--- src/rtl/mem_stage_ctrl.sv ---
// MEM-stage controller: issues data-memory load/store requests over a req/ack
// handshake, stalls upstream while an access is outstanding, and fills MEM/WB.
module mem_stage_ctrl #(
   parameter int XLEN     = 64,
   parameter int MAX_WAIT = 255
) (
   input  logic            clk,
   input  logic            reset,
   input  logic            ex_valid,
   input  logic [XLEN-1:0] ex_result,
   input  logic [XLEN-1:0] ex_writedata,
   input  logic [4:0]      ex_rd,
   input  logic            ex_memread,
   input  logic            ex_memwrite,
   input  logic            ex_memtoreg,
   input  logic            ex_regwrite,
   output logic            mem_stall,
   output logic            dmem_req,
   output logic            dmem_we,
   output logic [XLEN-1:0] dmem_addr,
   output logic [XLEN-1:0] dmem_wdata,
   input  logic            dmem_ack,
   input  logic [XLEN-1:0] dmem_rdata,
   output logic            wb_valid,
   output logic [XLEN-1:0] wb_aluresult,
   output logic [XLEN-1:0] wb_readdata,
   output logic [4:0]      wb_rd,
   output logic            wb_memtoreg,
   output logic            wb_regwrite,
   output logic            mem_timeout
);

   typedef enum logic {
      IDLE = 1'b0,
      BUSY = 1'b1
   } state_t;

   localparam logic [7:0] LAST_WAIT = 8'(MAX_WAIT - 1);

   state_t          state_q, state_d;
   logic [7:0]      cnt_q, cnt_d;
   logic [XLEN-1:0] addr_q, addr_d;
   logic [XLEN-1:0] wdata_q, wdata_d;
   logic            we_q, we_d;
   logic [4:0]      rd_q, rd_d;
   logic            memtoreg_q, memtoreg_d;
   logic            regwrite_q, regwrite_d;

   logic            wb_valid_q, wb_valid_d;
   logic [XLEN-1:0] wb_aluresult_q, wb_aluresult_d;
   logic [XLEN-1:0] wb_readdata_q, wb_readdata_d;
   logic [4:0]      wb_rd_q, wb_rd_d;
   logic            wb_memtoreg_q, wb_memtoreg_d;
   logic            wb_regwrite_q, wb_regwrite_d;
   logic            timeout_q, timeout_d;

   logic            memop;
   logic            busy_ack;
   logic            busy_expire;

   assign memop       = ex_valid & (ex_memread | ex_memwrite);
   assign busy_ack    = (state_q == BUSY) & dmem_ack;
   assign busy_expire = (state_q == BUSY) & ~dmem_ack & (cnt_q == LAST_WAIT);

   always_comb begin
      state_d        = state_q;
      cnt_d          = cnt_q;
      addr_d         = addr_q;
      wdata_d        = wdata_q;
      we_d           = we_q;
      rd_d           = rd_q;
      memtoreg_d     = memtoreg_q;
      regwrite_d     = regwrite_q;
      timeout_d      = timeout_q;
      // MEM/WB takes a bubble unless an entry retires this cycle.
      wb_valid_d     = 1'b0;
      wb_aluresult_d = '0;
      wb_readdata_d  = '0;
      wb_rd_d        = '0;
      wb_memtoreg_d  = 1'b0;
      wb_regwrite_d  = 1'b0;

      case (state_q)
         IDLE: begin
            if (memop) begin
               addr_d     = ex_result;
               wdata_d    = ex_writedata;
               we_d       = ex_memwrite;
               rd_d       = ex_rd;
               memtoreg_d = ex_memtoreg;
               regwrite_d = ex_regwrite;
               cnt_d      = '0;
               state_d    = BUSY;
            end else if (ex_valid) begin
               wb_valid_d     = 1'b1;
               wb_aluresult_d = ex_result;
               wb_rd_d        = ex_rd;
               wb_memtoreg_d  = ex_memtoreg;
               wb_regwrite_d  = ex_regwrite;
            end
         end
         BUSY: begin
            if (dmem_ack) begin
               wb_valid_d     = 1'b1;
               wb_aluresult_d = addr_q;
               wb_readdata_d  = we_q ? '0 : dmem_rdata;
               wb_rd_d        = rd_q;
               wb_memtoreg_d  = memtoreg_q;
               wb_regwrite_d  = regwrite_q;
               state_d        = IDLE;
            end else if (cnt_q == LAST_WAIT) begin
               timeout_d = 1'b1;
               state_d   = IDLE;
            end else begin
               cnt_d = cnt_q + 8'd1;
            end
         end
         default: state_d = IDLE;
      endcase
   end

   always_ff @(posedge clk) begin
      if (!reset) begin
         state_q        <= IDLE;
         cnt_q          <= '0;
         addr_q         <= '0;
         wdata_q        <= '0;
         we_q           <= 1'b0;
         rd_q           <= '0;
         memtoreg_q     <= 1'b0;
         regwrite_q     <= 1'b0;
         timeout_q      <= 1'b0;
         wb_valid_q     <= 1'b0;
         wb_aluresult_q <= '0;
         wb_readdata_q  <= '0;
         wb_rd_q        <= '0;
         wb_memtoreg_q  <= 1'b0;
         wb_regwrite_q  <= 1'b0;
      end else begin
         state_q        <= state_d;
         cnt_q          <= cnt_d;
         addr_q         <= addr_d;
         wdata_q        <= wdata_d;
         we_q           <= we_d;
         rd_q           <= rd_d;
         memtoreg_q     <= memtoreg_d;
         regwrite_q     <= regwrite_d;
         timeout_q      <= timeout_d;
         wb_valid_q     <= wb_valid_d;
         wb_aluresult_q <= wb_aluresult_d;
         wb_readdata_q  <= wb_readdata_d;
         wb_rd_q        <= wb_rd_d;
         wb_memtoreg_q  <= wb_memtoreg_d;
         wb_regwrite_q  <= wb_regwrite_d;
      end
   end

   // The ack and expiry cycles release the stall so EX/MEM advances at that edge.
   assign mem_stall = reset & (((state_q == IDLE) & memop) |
                               ((state_q == BUSY) & ~busy_ack & ~busy_expire));
   assign dmem_req  = reset & (state_q == BUSY);

   assign dmem_we      = we_q;
   assign dmem_addr    = addr_q;
   assign dmem_wdata   = wdata_q;
   assign wb_valid     = wb_valid_q;
   assign wb_aluresult = wb_aluresult_q;
   assign wb_readdata  = wb_readdata_q;
   assign wb_rd        = wb_rd_q;
   assign wb_memtoreg  = wb_memtoreg_q;
   assign wb_regwrite  = wb_regwrite_q;
   assign mem_timeout  = timeout_q;

endmodule

--- config.mk ---
export PLATFORM = sky130hd
export DESIGN_NAME = mem_stage_ctrl
export DESIGN_NICKNAME = d
export VERILOG_FILES = /design/src/rtl/mem_stage_ctrl.sv
export SDC_FILE = /design/constraint.sdc
export NUM_CORES = 1
export LEC_CHECK = 0
export ABC_CLOCK_PERIOD_IN_PS = 3300
export CORE_AREA = 5 5 179 181
export CTS_CLUSTER_SIZE = 24
export DETAILED_ROUTE_END_ITERATION = 10
export DIE_AREA = 0 0 184 186
export HOLD_SLACK_MARGIN = 0.06
export PLACE_DENSITY = 0.62
export SYNTH_ARGS = -nofsm -noshare
export SYNTH_HDL_FRONTEND = slang
export SYNTH_SLANG_ARGS = --single-unit
--- constraint.sdc ---
create_clock -name clk -period 3.3 [get_ports clk]
set_input_delay 0.33 -clock clk [delete_from_list [all_inputs] [get_ports clk]]
set_output_delay 0.33 -clock clk [all_outputs]
set_load 0.05 [all_outputs]
# Word-level counts from Yosys, hierarchy flattened
# Index checks and enable logic that the tools add are counted.
# W data, S select, Z words.
dict set report op_classes {
  n_shift 0
  reduce_logical 4
  n_eq_ne 4
  addsub 1
  bitwise 16
  order_cmp 0
  mux 28
  n_mul 0
  n_div 0
}
# operator count
set ops {}
lappend ops {{$mux W64} 3}
lappend ops {{$pmux W64 S2} 1}
lappend ops {{$mux W8} 3}
lappend ops {{$pmux W8 S2} 1}
lappend ops {{$mux W5} 3}
lappend ops {{$mux W1} 12}
lappend ops {{$pmux W5 S2} 1}
lappend ops {{$and A1 B1 Y1} 9}
lappend ops {{$add A8 B1 Y8 const B} 1}
lappend ops {{$eq A8 B8 Y1 const B} 1}
lappend ops {{$pmux W1 S2} 4}
lappend ops {{$ne A2 B2 Y1 const B} 3}
lappend ops {{$reduce_and A3 Y1} 2}
lappend ops {{$not A1 Y1} 5}
lappend ops {{$reduce_or A4 Y1} 1}
lappend ops {{$or A1 B1 Y1} 2}
lappend ops {{$reduce_and A2 Y1} 1}
dict set report word_totals {
  register_bits 282
  output_inout_bits 268
  in_bits 205
  elab_cells 68
  ram_bits 0
  n_memories 0
  mem_bits_ro 0
  latchBits 0
}

# Depth between registers and ports, before layout
# Gate-level depths: netlist of the first run.
dict set report depth {
  depth_word 7
  mapped_depth 8
}

# Least setup slack after synthesis of the first run
# OpenSTA, ideal clock, no wires.
dict set report synth_timing {
  kind {reg-to-output}
  start {register state_q}
  end {output mem_stall}
  t_arrival_ps 1650
  stages_incl_launch_ff 6
  required_time_ps 2970
  slack_ps 1320
  cell_sequence {dfxtp_1 > buf_4 > nor2b_4 > o21ai_2 > clkbuf_1 > a21oi_1}
}
dict set report synth_between {
  elab_chain_len 6
}
# element line_no
set synth_rtl {}
lappend synth_rtl {{start, declared} 40} ;# state_t state_q, state_d;
lappend synth_rtl {{start signal, assigned} 140} ;# state_q <= state_d;
lappend synth_rtl {{$and A1 B1 Y1, on equally long branches} {62, 63}}
lappend synth_rtl {{$not A1 Y1 or $and A1 B1 Y1 (tied branches)} {160, 63}}
lappend synth_rtl {{$and A1 B1 Y1 or $not A1 Y1 (tied branches)} 160} ;# ((state_q == BUSY) & ~busy_ack & ~busy_expire));
lappend synth_rtl {{$and A1 B1 Y1} 160}
lappend synth_rtl {{$or A1 B1 Y1 (*)} 159} ;# assign mem_stall = reset & (((state_q == IDLE) & memop) |
lappend synth_rtl {{$and A1 B1 Y1 (*)} 159}
lappend synth_rtl {{end, declared} 17} ;# output logic mem_stall,
# Mark *: on every way between the ends. The rest lies on a longest branch, timed or not.

# Final worst setup path of the first run
dict set report layout_timing {
  start {register state_q}
  end {output dmem_req}
}
dict set report layout_between {
  elab_chain_len 1
}
# element line_no
set layout_rtl {}
lappend layout_rtl {{$and A1 B1 Y1} 161} ;# assign dmem_req = reset & (state_q == BUSY);
lappend layout_rtl {{end, declared} 18} ;# output logic dmem_req,
# No other way between the ends.

==> impl_metrics.json, run 1 <==
{
  "dieArea_mm2": 0.0342,
  "ys_warn_count": 0,
  "vias_per_cell": 4.59,
  "syn_avg_cell_area_um2": 9.01,
  "die_h_um": 186,
  "track_usage_pct": 19.4,
  "cts.path.max_buffers": 3,
  "holdWs_ns": 0.328,
  "cap_violations": 0,
  "fmax_ghz": 0.385,
  "critPathSlowestCell": "clkdlybuf4s50_1",
  "grt_pass1_wl_um": 51800,
  "drt_pass1_iterations": 5,
  "timing.slew.headroom_pct": 46.4,
  "grt_pass1_vias": 8464,
  "die_w_um": 184,
  "cp_top_family": "buffers and inverters",
  "port_buffers": 472,
  "synth_top_family_by_area": "simple AND/OR/NAND/NOR gates",
  "start_util_pct": 30.7,
  "worst_pin_slew_ns": 0.804,
  "cts_buffers": 31,
  "synthAdderAreaFrac_pct": 0.269,
  "cp_max_fo": 9,
  "finalSetupViolCount": 0,
  "place_ws_ns": 0.897,
  "holdBufCountCts": 0,
  "arrival_ns": 2.27,
  "drive_gt1_share_pct": 5.08,
  "end_kind": "primary output",
  "rows": 64,
  "ys_ff_latch": 282,
  "final_core_util_pct": 50.9,
  "rsz0062_at_grt": "no",
  "dp_hpwl_um": 25100,
  "h-tree-depth": 1,
  "clk_pin_slew_ns": 0.06,
  "yosys.area_share.simple_pct": 20.2,
  "fin_crit_ns": 2.60,
  "syn_inst": 1031,
  "drv_slew": 0,
  "yosysSeqAreaShare_pct": 60.8,
  "wirelength_um": 35500,
  "gp_congestion": 0.804,
  "antenna_found_initial": 1,
  "synth_compound_area_share_pct": 14.5,
  "syn_nets": 1238,
  "netlist_area_mm2": 0.00929,
  "crit_required_ns": 2.97,
  "run_status": "finished, final reports clean",
  "cts_setup_buffers": 0,
  "hold_viol": 0,
  "synthXorXnorAreaFrac_pct": 0,
  "vias": 8694,
  "fin_crit_sh_pct": 78.7,
  "wl_per_cell_um": 18.8,
  "final_cell_mix": "clkdlybuf4s50_1 (471), dfxtp_1 (282), nand2_1 (277)",
  "cts_tree": "done",
  "critPathMaxStageDelay_ns": 0.84,
  "final_common_cell": "clkdlybuf4s50_1",
  "cp_num_buf_inv": 2,
  "core_area_mm2": 0.0303,
  "min_path_type": "in -> reg",
  "start_kind": "flip-flop",
  "cts.sinks": 282,
  "finalNetCount": 1680,
  "post_cts_resized": 0,
  "ant_nets": 0,
  "cts_root_buf": "clkbuf_16",
  "worst-setup-path-type": "reg -> out",
  "fill_cells": 2794,
  "setup_ws_ns": 0.703,
  "fin_worst_skew_ns": 0.0112,
  "worst_skew_pair.late_latency_ns": 0.55,
  "synth.area.mux_share_pct": 0,
  "setup_tns_ns": 0,
  "worst_ir_drop_vdd_mv": 0.382,
  "grt_max_degree": 147,
  "area_growth_pct": 65.9,
  "p_leak_uw": 0.00566,
  "crit_chain": "inv_1, nor2_1, clkdlybuf4s50_1",
  "gr-total-overflow": 0,
  "drc_errors": 0,
  "p_per_area_mw_per_mm2": 556,
  "pin_count": 473,
  "drtIter0Drc": 397,
  "ys_types": 33
}
-- power by group --
group / leakage, uW / switching [uW] / total (uW) / internal, uW
combinational: 0.00282 / 810 / 1330 / 523
clock: 0.000542 / 1390 / 3630 / 2250
sequential: 0.00230 / 72.4 / 3610 / 3540
-- per-layer routing --
| layer | share of wire (%) | up-vias | global-route usage, % |
|---|---|---|---|
| met4 | 1.9 | 0 | 3.99 |
| met2 | 49 | 353 | 34.0 |
| met1 | 39 | 4026 | 22.5 |
| li1 | - | 4272 | - |
| met3 | 10 | 43 | 7.54 |
| met5 | 0 | - | 0 |
-- Yosys cell counts --
cell      count  area (um^2)
nor3b_1       1         7.51
o21bai_2      1         11.3
o41ai_1       1         8.76
nand2_1     277         1040
and2_1       65          407
buf_6         2         22.5
a211o_1       1         8.76
nor2_1       80          300
ha_1          2         25.0
inv_1         3         11.3
nand4_1       2         12.5
nand2b_1      2         12.5
o31ai_1       1         7.51
a22oi_1      72          541
buf_2        19         95.1
buf_1         1         3.75
nor2b_4       1         13.8
nand3_1       5         25.0
o21a_1        1         7.51
nor3b_4       1         18.8
buf_4        12         90.1
or4_1         2         15.0
or3_1         2         12.5
nand3b_1      1         7.51
o21ai_0       5         25.0
clkbuf_2      6         30.0
dfxtp_1     282         5650
clkbuf_1     37          139
nor3_1        1         5.00
o211ai_1      2         15.0
o21ai_2       1         8.76
a31oi_1       5         31.3
a21oi_1     137          686
-- registers in the layout, summed over array words and instances (netlist names), 5 cells and up --
register,count
dmem_addr,64
dmem_wdata,64
wb_aluresult,64
wb_readdata,64
cnt_q,8
rd_q,5
wb_rd,5
-- final timing paths --
kind,from,endpoint,slack [ns],cells past startpoint
worst max-delay path,state_q$_SDFF_PN0_,dmem_req,0.70,3
worst min-delay path,ex_writedata[12],dmem_wdata[12]$_SDFFE_PN0P_,0.33,3
worst max register to register,state_q$_SDFF_PN0_,dmem_wdata[20]$_SDFFE_PN0P_,1.42,5
worst min register to register,dmem_wdata[55]$_SDFFE_PN0P_,dmem_wdata[55]$_SDFFE_PN0P_,0.45,2
-- tightest hold or removal path: stages --
cell and delay, ns:
clkdlybuf4s50_1 0.39, nand2_1 0.05, a21oi_1 0.05
-- kinds of logic (layout without fill, tap and decap cells) --
family          count (synthesis)  count (layout)
simple gates                  440             440
flops                         282             282
compound gates                227             227
buf+inv                        80             545
fa+ha+maj                       2               2
other cells                     0               1
-- area by class of cell --
type / count / area, um^2 / area share, %
clock buffer: 44 / 925 / 6.00
multi-input combinational: 669 / 3270 / 21.2
timing repair buffer: 486 / 4890 / 31.7
clock inverter: 12 / 166 / 1.08
inverter: 3 / 16.3 / 0.106
antenna: 1 / 2.50 / 0.0162
sequential: 282 / 5650 / 36.6
tap: 396 / 495 / 3.21
-- through the flow --
stage / instances / power [uW] / cell area, um^2
final: 1893 / 8580 / 15400
after global routing: 1893 / 8930 / 15400
after CTS: 1892 / 8700 / 15400
after detailed placement: 1836 / 5030 / 14300
after global placement: 1836 / 5010 / 14300
after floorplan: 1031 / 4400 / 9290
(Power assumes the default switching activity.)
==> run 2, diff against run 1 <==
--- a/config.mk
+++ b/config.mk
@@ -5,13 +5,13 @@
 export SDC_FILE = /design/constraint.sdc
 export NUM_CORES = 1
 export LEC_CHECK = 0
-export ABC_CLOCK_PERIOD_IN_PS = 3300
+export ABC_CLOCK_PERIOD_IN_PS = 2180
 export CORE_AREA = 5 5 179 181
 export CTS_CLUSTER_SIZE = 24
 export DETAILED_ROUTE_END_ITERATION = 10
 export DIE_AREA = 0 0 184 186
 export HOLD_SLACK_MARGIN = 0.06
-export PLACE_DENSITY = 0.62
+export PLACE_DENSITY = 0.64
 export SYNTH_ARGS = -nofsm -noshare
 export SYNTH_HDL_FRONTEND = slang
 export SYNTH_SLANG_ARGS = --single-unit
==> constraint.sdc (replaced) <==
create_clock -name clk -period 2.18 [get_ports clk]
set_input_delay 0.218 -clock clk [delete_from_list [all_inputs] [get_ports clk]]
set_output_delay 0.218 -clock clk [all_outputs]
set_load 0.05 [all_outputs]
==> impl_metrics.json, run 2 (same netlist as run 1, synthesis figures left out) <==
{
  "fmax_ghz": 0.492,
  "cts_buffers": 31,
  "pin_count": 473,
  "final_cell_mix": "clkdlybuf4s50_1 (469), dfxtp_1 (281), nand2_1 (277)",
  "final_common_cell": "clkdlybuf4s50_1",
  "grt_pass1_vias": 8591,
  "end_kind": "primary output",
  "whs_path_depth": 3,
  "cp_max_fo": 3,
  "total_power_uw": 12800,
  "arrival_ns": 1.81,
  "worst_skew_pair.late_latency_ns": 0.54,
  "p_per_area_mw_per_mm2": 827,
  "start_util_pct": 30.7,
  "cap_violations": 0,
  "ant_nets": 0,
  "clk_pin_slew_ns": 0.06,
  "crit_required_ns": 1.96,
  "grt_pass1_wl_um": 50000,
  "area_growth_pct": 66.7,
  "worst_pin_slew_ns": 0.637,
  "drive_gt1_share_pct": 4.95,
  "place_inst": 1837,
  "worst_ir_drop_vdd_mv": 0.574,
  "drtIter0Drc": 347,
  "hold_viol": 0,
  "antenna_found_initial": 5,
  "holdBufCountCts": 0,
  "r2r_cells": 5,
  "drc_errors": 0,
  "final_core_util_pct": 51.2,
  "min_to": "dmem_wdata[25]$_SDFFE_PN0P_",
  "cts_tree": "done",
  "die_h_um": 186,
  "track_usage_pct": 18.4,
  "grt_max_degree": 123,
  "dieArea_mm2": 0.0342,
  "fin_crit_sh_pct": 93.2,
  "critPathMaxStageDelay_ns": 0.87,
  "min_path_type": "in -> reg",
  "port_buffers": 472,
  "cts.path.max_buffers": 3,
  "fin_worst_skew_ns": 0.00621,
  "gp_congestion": 0.817,
  "p_leak_uw": 0.00566,
  "finalNetCount": 1682,
  "final_area_mm2": 0.0155,
  "wl_per_cell_um": 18.1,
  "r2r_setup_slack_ns": 0.66,
  "h-tree-depth": 1,
  "crit_chain": "clkdlybuf4s50_1",
  "worst-setup-path-type": "reg -> out",
  "cp_top_family": "buffers and inverters",
  "cts_root_buf": "clkbuf_16",
  "run_status": "finished, final reports clean",
  "dpl_cell_area_mm2": 0.0144,
  "min_from": "ex_writedata[25]",
  "fin_crit_ns": 2.03,
  "wirelength_um": 34200,
  "vias": 8689,
  "die_w_um": 184,
  "cp_num_buf_inv": 1,
  "cts.sinks": 282,
  "finalNonFillerCells": 1893,
  "gr-total-overflow": 0,
  "core_area_mm2": 0.0303,
  "dp_hpwl_um": 24200,
  "drt_pass1_iterations": 4,
  "critPathSlowestCell": "clkdlybuf4s50_1",
  "drv_slew": 0,
  "finalSetupViolCount": 0,
  "timing.slew.headroom_pct": 57.4,
  "timing.rr.end": "wb_aluresult[48]$_SDFF_PN0_",
  "vias_per_cell": 4.59,
  "r2r_start": "state_q$_SDFF_PN0_",
  "start_kind": "flip-flop",
  "setup_tns_ns": 0,
  "rows": 64,
  "rsz0062_at_grt": "no"
}
-- run 2: changes by cell type in the layout (fill, tap and decap cells not counted), sizes merged --
cell           before  now
dlymetal6s2s        0    1
clkdlybuf4s50     471  469
clkbuf             44   42
clkinv              7    3
clkinvlp            1    5
buf                15   18
-- run 2: routing by layer --
layer	part of all wire, %	global-route usage [%]	vias to the layer above	wire length, um
met3	11	7.95	55	3670
met4	2.5	4.64	8	862
met2	49	32.6	321	16900
met5	0.14	0	-	48
met1	37	20.3	4032	12700
li1	-	-	4273	-
-- run 2: layout make-up --
type,instances,area (um^2)
Antenna cell,1,2.50
Sequential cell,282,5650
Tap cell,396,495
Multi-Input combinational cell,669,3280
Timing Repair Buffer,488,5000
Clock buffer,42,857
Fill cell,2831,14800
Clock inverter,12,176
Inverter,3,16.3
-- run 2: per-stage QoR --
step	setup slack, ns	hold WS (ns)
2_1_floorplan	0.312	0.340
3_3_place_gp	0.351	0.441
3_5_place_dp	0.289	0.446
4_1_cts	0.00653	0.188
5_1_grt	0.0556	0.205
6_report	0.148	0.220
-- run 2: what timing repair did --
action	4_1_cts	5_1_grt
cloned	0	0
endpoints found under the setup margin	1	2
gates resized for setup	2	2
pin swaps	0	1
setup buffers	0	1
-- run 2: worst max path at each step --
stage | cells past startpoint | slack [ns] | end | from
after global placement | 5 | 0.35 | dmem_wdata[12]$_SDFFE_PN0P_ | ex_memwrite
final | 1 | 0.15 | dmem_addr[34] | dmem_addr[34]$_SDFFE_PN0P_
after CTS | 5 | 0.007 | mem_stall | cnt_q[1]$_SDFFE_PN0P_
after detailed placement | 5 | 0.29 | dmem_wdata[34]$_SDFFE_PN0P_ | ex_memwrite
after floorplan | 5 | 0.31 | mem_stall | state_q$_SDFF_PN0_
after global routing | 6 | 0.06 | mem_stall | cnt_q[0]$_SDFFE_PN0P_
-- run 2: report_power, final --
group	switching, uW	leakage (uW)	internal (uW)
Sequential	114	0.00230	5350
Clock	2090	0.000488	3210
Combinational	1220	0.00288	814
Total	3430	0.00566	9380
